===== config.mk =====
export PLATFORM = sky130hd
export DESIGN_NAME = pipe_skid_stage
export DESIGN_NICKNAME = d
export VERILOG_FILES = /design/src/rtl/pipe_skid_stage.sv
export SDC_FILE = /design/constraint.sdc
export NUM_CORES = 1
export LEC_CHECK = 0
export ABC_CLOCK_PERIOD_IN_PS = 3600
export CAP_MARGIN = 0
export CORE_AREA = 2 2 136 138
export DETAILED_ROUTE_END_ITERATION = 16
export DIE_AREA = 0 0 138 140
export PLACE_DENSITY = 0.88
export SKIP_CTS_REPAIR_TIMING = 1
export SLEW_MARGIN = 20
export SYNTH_ARGS = -nofsm -noshare
export SYNTH_HDL_FRONTEND = slang
export SYNTH_SLANG_ARGS = --single-unit

===== constraint.sdc =====
create_clock -name clk -period 3.6 [get_ports clk]
set_input_delay 0.54 -clock clk [delete_from_list [all_inputs] [get_ports clk]]
set_output_delay 0.54 -clock clk [all_outputs]
set_load 0.1 [all_outputs]

===== src/rtl/pipe_skid_stage.sv =====
// Pipeline boundary register with a valid/ready handshake and a two-entry skid buffer.
// in_ready depends only on registered state, flush and rst, so downstream stalls never form a combinational path upstream.
module pipe_skid_stage #(
  // Default packing MSB..LSB: pc_branch[31:0], alu_zero, alu_result[31:0], read_data2[31:0], reg_dest[4:0]
  parameter int unsigned DATA_W     = 102,
  parameter bit          CLEAR_DATA = 1'b1
) (
  input  logic              clk,
  input  logic              rst,
  input  logic              flush,
  input  logic              in_valid,
  output logic              in_ready,
  input  logic [DATA_W-1:0] in_data,
  output logic              out_valid,
  input  logic              out_ready,
  output logic [DATA_W-1:0] out_data,
  output logic [1:0]        count
);

  // State encoding is {main_v, skid_v}; 2'b01 is illegal.
  localparam logic [1:0] EMPTY = 2'b00;
  localparam logic [1:0] ONE   = 2'b10;
  localparam logic [1:0] FULL  = 2'b11;

  logic              main_v_q, main_v_d;
  logic              skid_v_q, skid_v_d;
  logic [DATA_W-1:0] main_q,   main_d;
  logic [DATA_W-1:0] skid_q,   skid_d;
  logic              push, pop;

  assign in_ready  = !skid_v_q && !flush && !rst;
  assign out_valid = main_v_q;
  assign out_data  = main_q;
  assign count     = {1'b0, main_v_q} + {1'b0, skid_v_q};
  assign push      = in_valid && in_ready;
  assign pop       = main_v_q && out_ready;

  always_comb begin
    main_v_d = main_v_q;
    skid_v_d = skid_v_q;
    main_d   = main_q;
    skid_d   = skid_q;
    if (rst) begin
      main_v_d = 1'b0;
      skid_v_d = 1'b0;
      main_d   = '0;
      skid_d   = '0;
    end else if (flush) begin
      // A pop in this cycle has already completed; only the held entries are discarded.
      main_v_d = 1'b0;
      skid_v_d = 1'b0;
      if (CLEAR_DATA) begin
        main_d = '0;
        skid_d = '0;
      end
    end else begin
      unique case ({main_v_q, skid_v_q})
        EMPTY: begin
          if (push) begin
            main_v_d = 1'b1;
            main_d   = in_data;
          end
        end
        ONE: begin
          if (push && pop) begin
            main_d = in_data;
          end else if (push) begin
            skid_v_d = 1'b1;
            skid_d   = in_data;
          end else if (pop) begin
            main_v_d = 1'b0;
          end
        end
        FULL: begin
          // in_ready is low here, so the only move is draining skid into main.
          if (pop) begin
            main_d   = skid_q;
            skid_v_d = 1'b0;
          end
        end
        default: begin
          main_v_d = 1'b0;
          skid_v_d = 1'b0;
        end
      endcase
    end
  end

  always_ff @(posedge clk) begin
    main_v_q <= main_v_d;
    skid_v_q <= skid_v_d;
    main_q   <= main_d;
    skid_q   <= skid_d;
  end

endmodule


==> results.yml <==
cts:
  clkLatencyLatePin_ns: 0.49
  htree_num_levels: 1
  cts-root-buf: "clkbuf_16"
  clk_pin_slew_ns: 0.06
  cts_tree: "built"
  cts.sinks: 206
  numCtsBuffers: 22
  cts_buffer_depth: 3
timing:
  setup_slack_ns: 0.924
  rsz0062_at_grt: "no"
  tightest_slew_ns: 1.05
  finalCritPeriodShare_pct: 74.3
  setup-tns-final_ns: 0
  setup_violations: 0
  max_freq_mhz: 374
  finClkSkew_ns: 0.00649
  finalHoldViolCount: 0
  period_minus_slack_ns: 2.68
  slew_viol_final: 0
  maxSlewHeadroom_pct: 29.8
job:
  drv_cap: 0
floorplanning:
  io_pins: 213
  dieArea_um2: 19300
  core-area_um2: 17800
  start_util_pct: 49.0
  die_h_um: 140
  die_x_um: 138
  rows: 49
worst_setup_path:
  r2r_setup_slack_ns: 1.01
  r2r_cells: 5
  slowest_delay_ns: 1.18
  path_buf_inv: 1
  required_ns: 3.06
  critPathLaunchType: "flip-flop"
  slowest_stage: "clkdlybuf4s50_1"
  r2r_start: "skid_v_q"
  crit_chain: "clkdlybuf4s50_1"
  endpoint_kind: "output pin"
  path_delay_family: "buffers and inverters"
  crit_type: "reg -> out"
  rr_endpoint: "out_data[65]"
  cp_max_fo: 5
  cp.arrival_ns: 2.14
synth:
  yosysTopAreaCellShare_pct: 47.3
  ys_types: 25
  yosys_warnings: 0
  synth_compound_area_share_pct: 18.4
  synth_fa_ha_area_share_pct: 0.574
  synthMuxAreaShare_pct: 13.2
  synth_top_family_by_area: "compound AO/OA/AOI/OAI gates"
  synth_largest_area_cell: "dfxtp_1"
  syn_inst: 1046
  ys_ff_latch: 206
  syn_nets: 1157
  synthXorXnorAreaFrac_pct: 0
  ys_seq_area_share_pct: 47.3
  yosys-top-cells-area: "dfxtp_1 47%, mux2_2 13%, a21oi_1 12%, nand2_1 8.8%, nand3_1 6.0%"
  avgSynthCellArea_um2: 8.34
  synthSimpleGateAreaFrac_pct: 15.3
  netlist_area_um2: 8720
grt:
  grt_pass1_wl_mm: 40.5
  grt_pass1_vias: 8179
  antenna_found_initial: 0
  grt_max_degree: 207
  gr-total-overflow: 0
  grt_usage_pct: 24.6
cells_and_area:
  syn_to_final_growth_pct: 34.7
  n_antenna_cell: 0
  finalCoreUtilization_pct: 66.1
  final_layout_size_suffix_gt1_share_pct: 13.9
  nNetsFinal: 1312
  fin_cells: 1444
detailed_routing:
  via_count: 8237
  dr.pass1.iters: 8
  vias_per_cell: 5.70
  drt-wirelength-per-cell_um: 17.6
  detail-route-antenna-nets: 0
  post-route-drc-count: 0
  drt_iter0_markers: 638
  routed_wl_mm: 25.4
worst_hold_path:
  hold_depth: 2
  hp-start: "skid_q[64]"
  min_to: "skid_q[64]"
  hold_path_class: "reg -> reg"
placed_design:
  dp_slack_ns: 0.509
  dp_cells: 1405
  dp_hpwl_mm: 15.0
  gp_congestion: 0.782
  port_buffers: 212
pwr:
  vdd_drop_max_v: 0.000627
  p_leak_nw: 3.78
  power.total_w: 0.00744
  power_density_nw_per_um2: 634
outcome:
  status: "finished, final reports clean"
[power by group]
part           switching [W]  internal [W]  total (W)
registers          0.0000695       0.00240    0.00247
logic                0.00195      0.000717    0.00267
clock network       0.000900       0.00141    0.00231
[stage by stage]
step	hold slack, ns	area [um^2]
3_3_place_gp	0.438	11000
6_report	0.450	11700
5_1_grt	0.470	11700
3_5_place_dp	0.446	11000
2_1_floorplan	0.433	8720
4_1_cts	0.454	11700
[area by class of cell]
type / instances / area (um^2)
Multi-Input combinational cell: 737 / 4220
Inverter: 2 / 7.51
Clock buffer: 32 / 659
Clock inverter: 6 / 87.6
Fill cell: 1475 / 6030
Sequential cell: 206 / 4120
Timing Repair Buffer: 232 / 2360
Tap cell: 229 / 287
[Yosys cell counts]
cell type	n
a211oi_1	2
a21oi_1	206
a221o_1	1
a221oi_2	1
a31o_2	1
and3_1	1
buf_1	6
buf_2	21
buf_4	9
clkbuf_1	58
clkbuf_2	7
dfxtp_1	206
ha_1	4
inv_1	2
mux2_2	102
nand2_1	205
nand3_1	104
nor2_1	1
nor2b_1	1
nor4b_1	1
o21a_1	1
o21ai_0	41
o21ai_1	63
or2_2	1
or4b_4	1
[metal layers]
metal	up-vias	GRT usage (%)	part of all wire, %
met4	0	8.06	2.4
met1	3929	30.8	41
met3	48	5.50	7.7
met5	-	0	0
li1	3927	-	-
met2	333	42.3	48
[cell usage in the layout (no fill, tap or decap)]
cell and n:
nor2_1 1, o21ai_4 1, a211oi_1 2, and3_4 1
buf_4 15, nor2b_1 1, nand3_4 1, mux2_2 102
ha_4 1, clkinv_2 1, clkinvlp_4 3, o21ai_1 62
o21ai_0 41, or4b_4 1, bufinv_16 2, a21oi_1 206
o21a_4 1, dfxtp_1 206, buf_12 8, clkbuf_1 4
clkdlybuf4s50_1 209, a221oi_4 1, nand3_1 103, nand2_1 205
clkbuf_16 23, or2_4 1, a221o_4 1, ha_1 3
a31o_2 1, inv_1 2, clkbuf_8 5, nor4b_1 1
[worst max-delay path by stage]
stage,slack [ns],end,cells after the start,from
after detailed placement,0.51,out_data[67],5,flush
after global placement,0.57,out_data[62],5,flush
after floorplan,0.07,out_data[51],7,out_valid
final,0.92,out_valid,1,out_valid
after CTS,0.90,out_valid,1,out_valid
after global routing,0.83,out_data[60],5,skid_v_q
[flip-flops by register name (all words and copies together) (netlist names)]
| name | flops |
|---|---|
| out_valid | 1 |
| skid_q | 102 |
| skid_v_q | 1 |
| out_data | 102 |
[cell families after synthesis]
family,Yosys count
AO/OA/AOI/OAI,316
flip-flops,206
buffers and inverters,103
multiplexers,102
AND/OR/NAND/NOR,315
adder cells (fa/ha/maj),4
Power figures use the tool's default switching activity.
==> patch: new RTL, same settings <==
Change the parameter `DATA_W` from 102 to 204.
--- a/src/rtl/pipe_skid_stage.sv
+++ b/src/rtl/pipe_skid_stage.sv
@@ -2,7 +2,7 @@
 // in_ready depends only on registered state, flush and rst, so downstream stalls never form a combinational path upstream.
 module pipe_skid_stage #(
   // Default packing MSB..LSB: pc_branch[31:0], alu_zero, alu_result[31:0], read_data2[31:0], reg_dest[4:0]
-  parameter int unsigned DATA_W     = 102,
+  parameter int unsigned DATA_W     = 204,
   parameter bit          CLEAR_DATA = 1'b1
 ) (
   input  logic              clk,
Interface: changed (resized in_data and out_data); port bits go from 213 to 417. The function was not compared with the original's and may differ.
==> patch against the unedited design <==
  * The flow now stops in global placement without I/O (3_1_place_gp_skip_io)
  * Synthesized area grew 96%
  * Synthesized cell count rose by 98%
==> patch: results (changes against the unedited design) <==
----------------------------------------------------
[Status]
  Run status ... stopped before the end
  Step where the flow halted ... global placement without I/O (3_1_place_gp_skip_io)
  First reported error ... [ERROR GPL-0301] Utilization 106.373 % exceeds 100%.

[Synth]
  Leading cell types by total area after synthesis ... dfxtp_1, mux2_2, a21oi_1, nand2_1, nand3_1
  Top post-synthesis cells by count ... a21oi_1, dfxtp_1, nand2_1, nand3_1, o21ai_0
  Cell area after synthesis ... 17,120 um2 (+96%)
  Main flop type after synthesis ... dfxtp_1
  Count of synthesis-stage warnings from yosys ... 0 (unchanged)
  Mean instance size in the synthesized netlist ... 8.287 um2 (-0.60%)
  Number of flip-flops and latches in the synthesized netlist ... 410 (+99%)
  Synth unique cells ... 24 (-4.0%)
  Synth Net Count ... 2,279 (+97%)
  Register area share after synthesis ... 0.4794 (+0.006508)
  Fraction of registers with async set or reset after synthesis ... 0 (unchanged)

----------------------------------------------------
[patch: cell types whose count changed after synthesis]
| cell | delta |
|---|---|
| buf_4 | -3 |
| nand2_1 | +204 |
| o21ai_1 | -62 |
| mux2_2 | +102 |
| buf_2 | +1 |
| clkbuf_1 | +111 |
| o21ai_0 | +164 |
| a21oi_1 | +204 |
| nand3_1 | +102 |
| dfxtp_1 | +204 |
| or4b_1 | +1 |
| clkbuf_2 | -7 |
| or4b_4 | -1 |
[patch: cells by family after synthesis]
group	count (synthesis)	share of synthesized area
AO/OA/AOI/OAI	622	0.1834
buffers and inverters	205	0.04787
AND/OR/NAND/NOR	621	0.1523
multiplexers	204	0.1342
adder cells (fa/ha/maj)	4	0.002923
flip-flops	410	0.4794
